### src/rtl/ram_port_arbiter_if.sv
// Bundle of requester-side and RAM-side signals for ram_port_arbiter.
// The arbiter connects through the slave modport; requesters and RAM drive the master side.
interface ram_port_arbiter_if #(
  parameter int NREQ = 4
) ();
  localparam int IDW = $clog2(NREQ);

  logic [NREQ-1:0]      req_ren;
  logic [NREQ-1:0]      req_wen;
  logic [32*NREQ-1:0]   req_addr;
  logic [32*NREQ-1:0]   req_store;
  logic [NREQ-1:0]      req_wait;
  logic [31:0]          req_load;
  logic                 ramREN;
  logic                 ramWEN;
  logic [31:0]          ramaddr;
  logic [31:0]          ramstore;
  logic [31:0]          ramload;
  logic [1:0]           ramstate;
  logic [IDW-1:0]       grant_id;
  logic                 busy;
  logic                 err;

  modport slave (
    input  req_ren, req_wen, req_addr, req_store, ramload, ramstate,
    output req_wait, req_load, ramREN, ramWEN, ramaddr, ramstore, grant_id, busy, err
  );

  modport master (
    output req_ren, req_wen, req_addr, req_store, ramload, ramstate,
    input  req_wait, req_load, ramREN, ramWEN, ramaddr, ramstore, grant_id, busy, err
  );
endinterface

### src/rtl/ram_port_arbiter.sv
// Round-robin arbiter sharing one RAM port among NREQ requesters, with burst locking,
// per-beat timeout and a sticky error flag.
module ram_port_arbiter #(
  parameter int NREQ    = 4,
  parameter int BURST   = 2,
  parameter int TIMEOUT = 255
) (
  input logic               CLK,
  input logic               nRST,
  ram_port_arbiter_if.slave bus
);
  localparam int IDW = $clog2(NREQ);
  localparam int BCW = $clog2(BURST) + 1;
  localparam logic [1:0] RS_ACCESS = 2'b10;
  localparam logic [1:0] RS_ERROR  = 2'b11;

  typedef enum logic {S_IDLE = 1'b0, S_GRANT = 1'b1} state_t;

  state_t          r_state, w_state_nxt;
  logic [IDW-1:0]  r_grant, w_grant_nxt;
  logic [IDW-1:0]  r_rr_ptr, w_rr_ptr_nxt;
  logic [BCW-1:0]  r_beat, w_beat_nxt;
  logic [7:0]      r_to, w_to_nxt;
  logic            r_err, w_err_nxt;
  logic [NREQ-1:0] w_req;
  logic [IDW-1:0]  w_pick, w_idx;
  logic            w_found;
  logic            w_g_ren, w_g_wen, w_active;
  logic [31:0]     w_g_addr, w_g_store;
  logic            w_done, w_release;

  assign w_req     = bus.req_ren | bus.req_wen;
  assign w_g_ren   = bus.req_ren[r_grant];
  assign w_g_wen   = bus.req_wen[r_grant];
  assign w_active  = w_g_ren | w_g_wen;
  assign w_g_addr  = bus.req_addr[{r_grant, 5'b00000} +: 32];
  assign w_g_store = bus.req_store[{r_grant, 5'b00000} +: 32];

  // Round-robin search: first active requester starting at r_rr_ptr.
  always_comb begin
    w_pick  = '0;
    w_found = 1'b0;
    w_idx   = '0;
    for (int k = 0; k < NREQ; k++) begin
      w_idx = IDW'((int'(r_rr_ptr) + k) % NREQ);
      if (!w_found && w_req[w_idx]) begin
        w_pick  = w_idx;
        w_found = 1'b1;
      end else begin
        w_found = w_found;
      end
    end
  end

  // Next-state: arbitration, beat counting, timeout and release.
  always_comb begin
    w_state_nxt  = r_state;
    w_grant_nxt  = r_grant;
    w_rr_ptr_nxt = r_rr_ptr;
    w_beat_nxt   = r_beat;
    w_to_nxt     = r_to;
    w_err_nxt    = r_err;
    w_done       = 1'b0;
    w_release    = 1'b0;
    case (r_state)
      S_IDLE: begin
        if (w_found) begin
          w_grant_nxt = w_pick;
          w_state_nxt = S_GRANT;
        end else begin
          w_state_nxt = S_IDLE;
        end
      end
      S_GRANT: begin
        if (!w_active) begin
          w_release = 1'b1;
        end else if (bus.ramstate == RS_ERROR) begin
          w_err_nxt = 1'b1;
          w_release = 1'b1;
        end else if (bus.ramstate == RS_ACCESS) begin
          w_done   = 1'b1;
          w_to_nxt = 8'h00;
          if (r_beat == BCW'(BURST - 1)) begin
            w_release = 1'b1;
          end else begin
            w_beat_nxt = r_beat + BCW'(1);
          end
        end else begin
          w_to_nxt = (r_to == 8'hFF) ? r_to : r_to + 8'h01;
          if (w_to_nxt == 8'(TIMEOUT)) begin
            w_err_nxt = 1'b1;
            w_release = 1'b1;
          end else begin
            w_release = 1'b0;
          end
        end
        // Any release returns to IDLE and demotes the owner to lowest priority.
        if (w_release) begin
          w_state_nxt  = S_IDLE;
          w_grant_nxt  = '0;
          w_beat_nxt   = '0;
          w_to_nxt     = 8'h00;
          w_rr_ptr_nxt = (r_grant == IDW'(NREQ - 1)) ? '0 : r_grant + IDW'(1);
        end else begin
          w_state_nxt  = S_GRANT;
        end
      end
      default: begin
        w_state_nxt = S_IDLE;
      end
    endcase
  end

  // State and bookkeeping registers.
  always_ff @(posedge CLK or negedge nRST) begin
    if (!nRST) begin
      r_state  <= S_IDLE;
      r_grant  <= '0;
      r_rr_ptr <= '0;
      r_beat   <= '0;
      r_to     <= 8'h00;
      r_err    <= 1'b0;
    end else begin
      r_state  <= w_state_nxt;
      r_grant  <= w_grant_nxt;
      r_rr_ptr <= w_rr_ptr_nxt;
      r_beat   <= w_beat_nxt;
      r_to     <= w_to_nxt;
      r_err    <= w_err_nxt;
    end
  end

  // RAM and requester outputs; the owner's bus passes straight through during GRANT.
  always_comb begin
    bus.req_wait = '1;
    bus.req_load = 32'h0;
    bus.ramREN   = 1'b0;
    bus.ramWEN   = 1'b0;
    bus.ramaddr  = 32'h0;
    bus.ramstore = 32'h0;
    if (r_state == S_GRANT) begin
      bus.ramaddr  = w_g_addr;
      bus.ramstore = w_g_store;
      bus.ramWEN   = w_g_wen;
      bus.ramREN   = w_g_ren & ~w_g_wen;
      bus.req_load = bus.ramload;
      if (w_done) begin
        bus.req_wait[r_grant] = 1'b0;
      end else begin
        bus.req_wait = '1;
      end
    end else begin
      bus.req_wait = '1;
    end
  end

  assign bus.grant_id = r_grant;
  assign bus.busy     = (r_state == S_GRANT);
  assign bus.err      = r_err;
endmodule

### src/flat_wrapper.sv
// flat-port wrapper written by rule: the top's interface ports become plain ports
module ram_port_arbiter_flat 
#(
  parameter int NREQ    = 4,
  parameter int BURST   = 2,
  parameter int TIMEOUT = 255
)
  (CLK, nRST, bus_req_ren, bus_req_wen, bus_req_addr, bus_req_store, bus_ramload, bus_ramstate, bus_req_wait, bus_req_load, bus_ramREN, bus_ramWEN, bus_ramaddr, bus_ramstore, bus_grant_id, bus_busy, bus_err);
  ram_port_arbiter_if #(.NREQ(NREQ)) bus_i ();
  input logic CLK;
  input logic nRST;
  input wire logic [$bits(bus_i.req_ren)-1:0] bus_req_ren;
  input wire logic [$bits(bus_i.req_wen)-1:0] bus_req_wen;
  input wire logic [$bits(bus_i.req_addr)-1:0] bus_req_addr;
  input wire logic [$bits(bus_i.req_store)-1:0] bus_req_store;
  input wire logic [$bits(bus_i.ramload)-1:0] bus_ramload;
  input wire logic [$bits(bus_i.ramstate)-1:0] bus_ramstate;
  output wire logic [$bits(bus_i.req_wait)-1:0] bus_req_wait;
  output wire logic [$bits(bus_i.req_load)-1:0] bus_req_load;
  output wire logic [$bits(bus_i.ramREN)-1:0] bus_ramREN;
  output wire logic [$bits(bus_i.ramWEN)-1:0] bus_ramWEN;
  output wire logic [$bits(bus_i.ramaddr)-1:0] bus_ramaddr;
  output wire logic [$bits(bus_i.ramstore)-1:0] bus_ramstore;
  output wire logic [$bits(bus_i.grant_id)-1:0] bus_grant_id;
  output wire logic [$bits(bus_i.busy)-1:0] bus_busy;
  output wire logic [$bits(bus_i.err)-1:0] bus_err;
  assign bus_i.req_ren = bus_req_ren;
  assign bus_i.req_wen = bus_req_wen;
  assign bus_i.req_addr = bus_req_addr;
  assign bus_i.req_store = bus_req_store;
  assign bus_i.ramload = bus_ramload;
  assign bus_i.ramstate = bus_ramstate;
  assign bus_req_wait = bus_i.req_wait;
  assign bus_req_load = bus_i.req_load;
  assign bus_ramREN = bus_i.ramREN;
  assign bus_ramWEN = bus_i.ramWEN;
  assign bus_ramaddr = bus_i.ramaddr;
  assign bus_ramstore = bus_i.ramstore;
  assign bus_grant_id = bus_i.grant_id;
  assign bus_busy = bus_i.busy;
  assign bus_err = bus_i.err;
  ram_port_arbiter #(.NREQ(NREQ), .BURST(BURST), .TIMEOUT(TIMEOUT)) u_core (.CLK(CLK), .nRST(nRST), .bus(bus_i));
endmodule
### config.mk
export PLATFORM = sky130hd
export DESIGN_NAME = ram_port_arbiter_flat
export DESIGN_NICKNAME = d
export VERILOG_FILES = /design/src/rtl/ram_port_arbiter_if.sv /design/src/rtl/ram_port_arbiter.sv /design/src/flat_wrapper.sv
export SDC_FILE = /design/constraint.sdc
export NUM_CORES = 1
export LEC_CHECK = 0
export ABC_AREA = 1
export BUFFER_PORTS_ARGS = -buffer_cell sky130_fd_sc_hd__buf_4
export CORE_AREA = 3 3 157 159
export DETAILED_ROUTE_END_ITERATION = 6
export DIE_AREA = 0 0 160 162
export PLACE_DENSITY_LB_ADDON = 0.05
export RECOVER_POWER = 100
export SLEW_MARGIN = 0
export SYNTH_ARGS = -nofsm -noshare
export SYNTH_HDL_FRONTEND = slang
export SYNTH_SLANG_ARGS = --single-unit
export TNS_END_PERCENT = 1
### constraint.sdc
create_clock -name CLK -period 1.75 [get_ports CLK]
set_input_delay 0.0875 -clock CLK [delete_from_list [all_inputs] [get_ports CLK]]
set_output_delay 0.0875 -clock CLK [all_outputs]
set_load 0.05 [all_outputs]
==> results of run 1 <==
## what timing repair did
action	in CTS	in global routing
gates cloned	2	3
hold endpoints to repair	16	0
buffers inserted	4	2
hold buffers	1	0
endpoints found under the setup margin	80	86
pin swaps	3	11
gates resized for setup	136	141
## per-stage QoR
step,utilization,hold WS [ns],total power [uW],setup TNS (ns),cells
floorplan,-,-0.2081,10320,-6.844,774
global placement,0.3465,-0.02615,14530,-0.1522,1479
detailed placement,0.3465,-0.02858,14460,-0.3810,1479
CTS,0.3673,0.1951,16110,-9.130,1490
global route,0.3828,0.2222,17890,-13.61,1494
finish,0.3829,0.1870,16830,-5.786,1495
## worst max-delay path: cells and delay by family (launching register included)
kind | cells | cell delay (ns)
buffers and inverters | 4 | 0.52
and+or+nand+nor | 4 | 0.25
AOI/OAI and AO/OA | 2 | 0.18
DFF | 1 | 0.57
## cell usage in the layout (no fill, tap or decap), drive strengths merged, types with 2 or more instances in the layout
cell,synthesis,routed
nor2,278,278
nand4,3,3
nand3,25,26
xor2,2,2
nand2,110,110
a21oi,67,67
buf,32,449
nor3,2,2
inv,55,54
clkbuf,27,8
o22ai,5,5
dfrtp,16,16
o21ai,142,142
ha,6,6
## flip-flops by register name, indices dropped and copies added, names as in the netlist
name,flops
u_core.bus.err,1
u_core.r_to,8
u_core.bus.grant_id,2
u_core.r_rr_ptr,2
u_core.bus.busy,1
u_core.r_beat,2
## area by class of cell
cell class              count  area share
well taps                 319     0.04455
clock buffers               4    0.009915
diodes                      1   0.0002793
repair buffers            455      0.4452
inverters                  55     0.02528
flip-flops and latches     16     0.04566
multi-input cells         645      0.4291
## kinds of logic after synthesis
family                   after synthesis  share of synthesized area
AO/OA/AOI/OAI                        216                     0.2938
AND/OR/NAND/NOR                      419                     0.4456
buffers and inverters                114                     0.1257
XOR/XNOR                               3                   0.008954
flip-flops                            16                     0.1061
adder cells (fa/ha/maj)                6                    0.01989
## power by group through the flow
stage / combinational [uW] / sequential [uW] / clock (uW)
global route: 16700 / 693 / 538
detailed placement: 13800 / 642 / 0
floorplan: 9670 / 654 / 0
global placement: 13900 / 639 / 0
CTS: 14900 / 651 / 524
finish: 15600 / 671 / 516
## worst min-delay path by stage
stage	startpoint	endpoint	slack (ns)
finish	bus_ramstate[1]	u_core.bus.err	0.19
floorplan	nRST	u_core.bus.busy	-0.21
detailed placement	nRST	u_core.r_rr_ptr[1]	-0.03
CTS	bus_ramstate[1]	u_core.bus.err	0.20
global placement	nRST	u_core.r_beat[0]	-0.03
global route	bus_ramstate[1]	u_core.bus.err	0.22
## per-layer routing
metal	vias up	part of all wire
li1	3293	-
met1	2878	0.41
met2	237	0.53
met3	10	0.060
met4	0	0.0066
met5	-	0
==> impl_summary.txt, run 1 <==
----------------------------------------------------
[Synth]
  Asr flop ratio synth ... 1.000
  Synthesized netlist cell count ... roughly 770
  Mapped Nets ... 1080
  Cell type with the highest aggregate area in the netlist ... nor2_1
  Number of synthesized flops with an enable pin ... 0
  Top cells by count, synth ... nor2_1 (274), o21ai_0 (137), nand2_1 (105), a21oi_1 (67), inv_1 (50)
  Share of the yosys chip area belonging to registers ... 0.1061
  Distinct cell type count of the synthesized netlist ... 33
  Syn Area/Cell ... 4.875 um2
  Post-synth top flop ... dfrtp_1
  Post-synthesis register bit count ... 16
  Most common cell in the synthesized netlist ... nor2_1
  Share of the synthesized area in the top cell type ... 0.2725
  Biggest area contributors in the synthesized netlist ... nor2_1 (27%), o21ai_0 (18%), dfrtp_1 (11%), nand2_1 (10%), a21oi_1 (8.9%)
  Total standard cell area after synthesis ... between 0.003 and 0.004 mm2
  Synthesis Warnings ... 0

[Critical path]
  Arr. time, crit path ... 1.79 ns
  FF-to-FF setup slack ... -0.04 ns
  Critical Path Fanout Max ... 8
  Series of cell instances along the critical path ... buf_6 -> a21oi_2 -> o21ai_1 -> nand2_1 -> nand2_1 -> inv_2 -> nor3_4 -> buf_6 -> nand2_2 -> buf_8
  Critical Path Source Type ... flop
  Class of the most critical setup path ... reg -> out
  CP Capture Point ... bus_req_wait[1]
  Slowest Stage Delay on Critical Path ... 0.57 ns
  Kind of end point of the critical path ... output port
  Library cell contributing the largest single delay on the critical path ... dfrtp_4
  Crit Reg-Reg Startpoint ... u_core.bus.grant_id[0]
  Critical Path RT ... ~1.7 ns
  Endpoint of the most critical register-to-register path ... u_core.r_beat[1]
  Critical path startpoint ... u_core.bus.grant_id[0]
  Cell depth of the worst flop-to-flop path ... 12

[Clock network]
  Clock buffer depth ... 2
  Clock network latency to the later pin of the worst-skew pair ... 0.25 ns
  Clock Sinks ... 16
  TritonCTS Buffers ... 3
  Clock slew seen by the registers of the worst setup and hold paths ... roughly 0.060 ns
  Clock tree from TritonCTS ... done
  Root cell of the clock tree ... clkbuf_16
  Number of levels the H-tree was split into ... 1

[Power and ir drop]
  Register share of total power ... 0.040
  Static Leak ... roughly 0.0043 uW
  Power Internal ... 6611 uW
  Power share of the combinational group ... 0.929
  Total power density per cell area ... 1878 mW/mm2
  Switching component of the power ... between 10000 and 15000 uW
  Clock share of power ... 0.031
  Net Sw Frac ... 0.6071
  Worst VDD drop ... between 700 and 800 uV

[Timing]
  RSZ-0062 raised after global routing ... yes
  Min Clock Period, post-route ... roughly 1.9 ns
  Final count of negative-setup-slack endpoints ... 79
  Final hold violation count ... 0
  Share of the clock period used by the worst path ... 1.072
  FMAX ... 533.0 MHz
  Rel. slew slack ... 0.3556
  Worst clock skew ... approximately 0.004 ns
  Measured slew at the worst slew-check pin ... around 0.97 ns
  Pins Over Slew Limit ... 0
  Setup slack after layout ... -0.1263 ns

[Floorplanning]
  Die Ht ... ~160 um
  Number of top-level design ports ... about 410
  Site row count ... 56
  Starting utilization of the core area ... 0.1612
  Area of the die ... approximately 0.026 mm2
  Chip Width ... 160 um
  CORE AREA ... ~0.023 mm2

[Drt]
  Number of remaining DRC errors ... 0
  Total vias in the final route ... approximately 6400
  WL/cell ... 17.39 um
  Total wirelength of the detailed-routed design ... approximately 26 mm
  Antenna Violating Nets Remaining ... 0
  Iteration count of the initial detailed-routing pass ... 4
  Count of routing violations after the opening detailed-route iteration ... around 370
  Post-detailed-route via-to-cell ratio ... approximately 4.3

[Global route]
  Total congestion overflow ... 0
  Number of global-route vias before repair ... between 6000 and 7000
  Met3 usage in global routing ... 0.03417
  Antenna violations before repair ... 0
  Global-route wire length before repair ... 38.09 mm
  Total track usage ... 0.1829
  Most utilized layer in the global route result ... met2
  Met2 Resource Use GR ... 0.3446
  Global routing usage on met1 ... 0.2253
  Maximum number of pins on one net before global-route repair ... between 50 and 60

[Placed design]
  Final HPWL from detailed placement ... ~20 mm
  Worst setup slack after placement ... -0.06956 ns
  Gp weighted congestion ... around 0.83
  Count of buffers inserted at the top-level ports ... 405
  Placed standard-cell area ... 0.008109 mm2

[Job]
  Reported max-cap violation count ... 0

[Finish]
  Area of all sequential standard cells ... just over 400 um2
  Area of the multi-input gates ... slightly below 0.004 mm2
  Layout filler cell count ... approximately 2700
  Post-Layout Inst Area ... between 0.008 and 0.009 mm2
  Share of post-route cells with drive strength above 1 ... 0.5106
  Area Overhead vs Synth ... 137.4%
  Post-layout nets ... 1482

[Min path]
  Worst Hold Path Cells ... 4
  Hold Path Class ... in -> reg

[Run status]
  Status ... finished, violations left
  Violated checks ... negative setup slack

----------------------------------------------------
(Power assumes the default switching activity.)
==> run 2, diff against run 1 <==
CORE_AREA = 4 4 154 156   (was 3 3 157 159)
DIE_AREA = 0 0 158 160   (was 0 0 160 162)
PLACE_DENSITY_LB_ADDON = unset   (was 0.05)
==> impl_summary.txt, run 2 (synthesized netlist as in run 1, its figures left out) <==
----------------------------------------------------
[Run status]
  Status ... finished, violations left
  Violated checks ... negative setup slack

[Finish]
  Commonest cells after routing, fill and taps aside ... buf_4 (374), nor2_1 (269), o21ai_1 (109), nand2_1 (100), a21oi_4 (64)
  Number of antenna repair diodes ... 0
  Final core utilization ... 0.3862
  Area of all sequential standard cells ... 406.6 um2
  Leading cell type in the layout, fill and taps excluded ... buf_4
  Area of the multi-input gates ... 0.003726 mm2
  Largest Register ... u_core.r_to
  Area Overhead vs Synth ... 128.9%
  Layout filler cell count ... around 2400
  Number of flip-flops in the largest register ... 8
  Share of post-route cells with drive strength above 1 ... 0.4880
  Post-layout nets ... 1477
  Number of standard cells in the layout, taps in and fillers out ... roughly 1500

[Placed design]
  Gp weighted congestion ... about 0.95
  Post-placement cell count ... between 1000 and 1500
  Worst setup slack after placement ... -0.02046 ns
  Count of buffers inserted at the top-level ports ... roughly 410
  Final HPWL from detailed placement ... between 15 and 20 mm

[Global route]
  Global-route wire length before repair ... ~34 mm
  Antenna violations before repair ... 1
  Number of global-route vias before repair ... roughly 6200
  Total congestion overflow ... 0
  Total track usage ... 0.1686
  Maximum number of pins on one net before global-route repair ... 60

[Critical path]
  Dominant cell type by count on the critical path ... nor2_1
  Number of buffer and inverter stages on the critical path ... 2
  Series of cell instances along the critical path ... buf_16 -> nor2_1 -> nor2_1 -> o21ai_0 -> a21oi_4 -> buf_4
  Dominant delay contributor by cell family on the critical path ... flip-flops
  Library cell contributing the largest single delay on the critical path ... dfrtp_4
  Class of the most critical setup path ... reg -> out
  Arr. time, crit path ... about 1.9 ns
  Critical Path Source Type ... flop
  Critical Path RT ... between 1.5 and 2 ns
  Critical Path Fanout Max ... 57
  Kind of end point of the critical path ... output port
  Slowest Stage Delay on Critical Path ... 0.48 ns

[Drt]
  Iteration count of the initial detailed-routing pass ... 5
  Antenna Violating Nets Remaining ... 0
  WL/cell ... 16.26 um
  Number of remaining DRC errors ... 0
  Total vias in the final route ... ~6400
  Post-detailed-route via-to-cell ratio ... around 4.4
  Total wirelength of the detailed-routed design ... between 20 and 25 mm
  Count of routing violations after the opening detailed-route iteration ... about 390

[Timing]
  Share of the clock period used by the worst path ... 1.124
  Rel. slew slack ... 0.3857
  Setup total negative slack ... -5.046 ns
  FMAX ... 508.2 MHz
  Measured slew at the worst slew-check pin ... slightly above 0.9 ns
  Min Clock Period, post-route ... ~2 ns
  Setup slack after layout ... -0.2178 ns
  RSZ-0062 raised after global routing ... yes
  Pins Over Slew Limit ... 0
  Worst clock skew ... ~0.0021 ns
  Final hold violation count ... 0
  Final count of negative-setup-slack endpoints ... 67

[Floorplanning]
  CORE AREA ... 0.02237 mm2
  Area of the die ... between 0.02 and 0.03 mm2
  Number of top-level design ports ... between 400 and 500
  Site row count ... 55
  Die Ht ... approximately 160 um
  Starting utilization of the core area ... 0.1687
  Chip Width ... between 150 and 200 um

[Clock network]
  Clock network latency to the later pin of the worst-skew pair ... roughly 0.25 ns
  Number of levels the H-tree was split into ... 1
  Clock buffer depth ... 2
  TritonCTS Buffers ... 3
  Clock Sinks ... 16
  Clock slew seen by the registers of the worst setup and hold paths ... 0.05 ns
  Root cell of the clock tree ... clkbuf_16
  Clock tree from TritonCTS ... done

[Power and ir drop]
  Clock share of power ... 0.031
  Power Internal ... just over 6000 uW
  Net Sw Frac ... 0.6126
  Static Leak ... 0.004250 uW
  Worst VDD drop ... ~1100 uV
  Switching component of the power ... roughly 10000 uW
  Power share of the combinational group ... 0.929
  Total power density per cell area ... 1863 mW/mm2
  Register share of total power ... 0.040

[Min path]
  Hold Path Class ... in -> reg

[Job]
  Reported max-cap violation count ... 0

----------------------------------------------------
-- run 2: power groups by stage --
stage               combinational (uW)  sequential, uW  clock [uW]
floorplan                         9670             654           0
finish                           15000             641         497
detailed placement               13800             642           0
global placement                 13700             638           0
CTS                              14900             641         503
global route                     15900             664         528
-- run 2: worst paths after layout --
path,end,cells after the start,slack [ns],startpoint
worst min-delay path,u_core.bus.err,4,0.19,bus_ramstate[1]
worst max register to register,u_core.r_rr_ptr[0],14,-0.03,u_core.r_to[0]
worst min register to register,u_core.r_beat[1],2,0.48,u_core.r_beat[1]
min in group asynchronous,u_core.r_beat[0],2,0.50,nRST
max in group asynchronous,u_core.bus.grant_id[0],2,0.59,nRST
worst max-delay path,bus_ramstore[18],6,-0.22,u_core.bus.grant_id[0]
-- run 2: final cells by class --
| class | count | share of cell area |
|---|---|---|
| Clock buffer | 4 | 0.01028 |
| Multi-Input combinational cell | 644 | 0.4313 |
| Inverter | 55 | 0.02462 |
| Tap cell | 285 | 0.04128 |
| Sequential cell | 16 | 0.04707 |
| Timing Repair Buffer | 451 | 0.4454 |
-- run 2: what timing repair did --
| action | in CTS | in global routing |
|---|---|---|
| hold endpoints to repair | 16 | 0 |
| buffers inserted | 2 | 0 |
| pin swaps | 1 | 2 |
| resized for setup | 208 | 18 |
| cloned | 1 | 1 |
| setup endpoints to repair | 73 | 85 |
| hold buffers | 1 | 0 |
-- run 2: worst min-delay path: stages --
cell and delay [ns]:
buf_4 0.08, inv_1 0.05, nand2_1 0.06, a31o_2 0.13
-- run 2: per-stage QoR --
stage / total power [uW] / hold slack, ns / cell area [um2]
after floorplan: 10320 / -0.2081 / 4513
after global placement: 14350 / -0.03713 / 8099
after detailed placement: 14390 / -0.03426 / 8099
after CTS: 16040 / 0.1862 / 8576
after global routing: 17080 / 0.2120 / 8638
final: 16090 / 0.1868 / 8638
-- run 2: layer usage --
metal | vias to the layer above | part of all wire | track usage
li1 | 3274 | - | -
met1 | 2842 | 0.40 | 0.2143
met2 | 229 | 0.51 | 0.3051
met3 | 24 | 0.073 | 0.02602
met4 | 2 | 0.014 | 0.02365
met5 | - | 0.00030 | 0
==> run 3, diff against run 2 <==
REMOVE_ABC_BUFFERS = 1   (was unset)
SETUP_SLACK_MARGIN = 0.15   (was unset)
==> impl_summary.txt, run 3 (synthesized netlist as in run 1, its figures left out) <==
----------------------------------------------------
[Timing]
  Rel. slew slack ... 0.3526
  Final hold violation count ... 0
  Setup slack after layout ... -0.1302 ns
  Pins Over Slew Limit ... 0
  Share of the clock period used by the worst path ... 1.074
  Measured slew at the worst slew-check pin ... between 0.9 and 1 ns
  Min Clock Period, post-route ... about 1.9 ns
  Final count of negative-setup-slack endpoints ... 68
  RSZ-0062 raised after global routing ... yes
  Worst clock skew ... between 0.0015 and 0.002 ns
  FMAX ... around 530 MHz
  Min Hold Slack ... between 0.15 and 0.2 ns

[Drt]
  Number of remaining DRC errors ... 0
  Total vias in the final route ... ~6400
  WL/cell ... 15.75 um
  Antenna Violating Nets Remaining ... 0
  Count of routing violations after the opening detailed-route iteration ... 393
  Post-detailed-route via-to-cell ratio ... 4.400
  Iteration count of the initial detailed-routing pass ... 7
  Total wirelength of the detailed-routed design ... 22.95 mm

[Clock network]
  Clock Sinks ... 16
  Clock tree from TritonCTS ... done
  Clock network latency to the later pin of the worst-skew pair ... between 0.2 and 0.3 ns
  Clock slew seen by the registers of the worst setup and hold paths ... approximately 0.05 ns
  Number of levels the H-tree was split into ... 1
  TritonCTS Buffers ... 3
  Clock buffer depth ... 2
  Root cell of the clock tree ... clkbuf_16

[Finish]
  Number of antenna repair diodes ... 0
  Area of the multi-input gates ... ~0.0030 mm2
  Share of post-route cells with drive strength above 1 ... 0.4343
  Number of flip-flops in the largest register ... 8
  Post-layout nets ... ~1500
  Commonest cells after routing, fill and taps aside ... buf_4 (389), nor2_1 (255), o21ai_0 (120), nand2_1 (100), a21oi_1 (65)
  Area of all sequential standard cells ... approximately 410 um2
  Largest Register ... u_core.r_to
  Area Overhead vs Synth ... 104.6%
  Layout filler cell count ... about 2500
  Leading cell type in the layout, fill and taps excluded ... buf_4
  Final core utilization ... 0.3453

[Power and ir drop]
  Worst VDD drop ... ~1100 uV
  Static Leak ... ~0.0041 uW
  Total Power Consumption ... ~14000 uW
  Total power density per cell area ... between 1500 and 2000 mW/mm2

[Global route]
  Maximum number of pins on one net before global-route repair ... 49
  Total track usage ... 0.1652
  Antenna violations before repair ... 0
  Global-route wire length before repair ... about 34 mm
  Number of global-route vias before repair ... just over 6000
  Total congestion overflow ... 0

[Placed design]
  Final HPWL from detailed placement ... 17.74 mm
  Count of buffers inserted at the top-level ports ... around 400
  Gp weighted congestion ... ~0.93
  Worst setup slack after placement ... -0.07244 ns

[Floorplanning]
  Chip Width ... ~160 um
  Number of top-level design ports ... about 410
  Site row count ... between 50 and 60
  Starting utilization of the core area ... 0.1687
  CORE AREA ... roughly 0.022 mm2
  Die Ht ... roughly 160 um
  Area of the die ... about 0.025 mm2

[Critical path]
  Critical Path Source Type ... flop
  Class of the most critical setup path ... reg -> out
  Arr. time, crit path ... ~1.8 ns
  Critical Path RT ... 1.66 ns
  Kind of end point of the critical path ... output port
  Critical Path Fanout Max ... 7

[Job]
  Reported max-cap violation count ... 0

[Run status]
  Status ... finished, violations left
  Violated checks ... negative setup slack

[Min path]
  Hold Path Class ... in -> reg

----------------------------------------------------
-- run 3: cell types whose count changed in the layout (fill, tap and decap cells not counted), sizes merged --
| cell | before | now |
|---|---|---|
| clkbuf | 8 | 27 |
| bufbuf | 1 | 0 |
| buf | 445 | 429 |
-- run 3: stage by stage --
step,cells,area (um2),setup TNS [ns]
floorplan,715,3506,-285.20
global placement,1436,7254,-0.04478
detailed placement,1436,7254,-0.1229
CTS,1453,7644,-7.370
global route,1457,7722,-11.96
finish,1457,7722,-4.382
-- run 3: final cells by class --
class / count / share of cell area
Tap cell: 285 / 0.04618
Timing Repair Buffer: 453 / 0.4749
Sequential cell: 16 / 0.05282
Multi-Input combinational cell: 644 / 0.3885
Clock buffer: 4 / 0.01021
Inverter: 55 / 0.02738
-- run 3: worst paths after layout --
| check | from | to | slack, ns | cells after the start |
|---|---|---|---|---|
| worst min register to register | u_core.r_beat[1] | u_core.r_beat[1] | 0.47 | 2 |
| worst max register to register | u_core.bus.grant_id[0] | u_core.bus.grant_id[1] | 0.01 | 13 |
| min in group asynchronous | nRST | u_core.r_to[4] | 0.52 | 2 |
| worst min-delay path | bus_ramstate[1] | u_core.bus.err | 0.18 | 4 |
| worst max-delay path | u_core.bus.grant_id[0] | bus_ramstore[10] | -0.13 | 8 |
| max in group asynchronous | nRST | u_core.bus.grant_id[0] | 0.53 | 2 |
-- run 3: power breakdown --
group	internal, uW	switching [uW]
sequential	482	150
clock	309	152
combinational	4270	8420
-- run 3: routing by layer --
metal / global-route usage / share of wire / routed length [um]
met1: 0.2086 / 0.40 / 9269
met5: 0 / 0 / 0
met2: 0.2951 / 0.51 / 11760
met3: 0.02927 / 0.066 / 1507
met4: 0.02908 / 0.018 / 411
-- run 3: repair_timing --
action,CTS,global route
pin swaps,18,18
gates resized for setup,42,31
hold buffers,1,0
endpoints found under the hold margin,16,0
buffers inserted,8,2
gates cloned,4,2
setup endpoints to repair,86,86
-- run 3: critical path, stage by stage (launching register included) --
cell       delay [ns]
dfrtp_4          0.50
buf_12           0.16
buf_12           0.12
clkbuf_16        0.14
nor2_1           0.04
nor2_1           0.12
o21ai_0          0.10
a21oi_1          0.14
buf_4            0.22
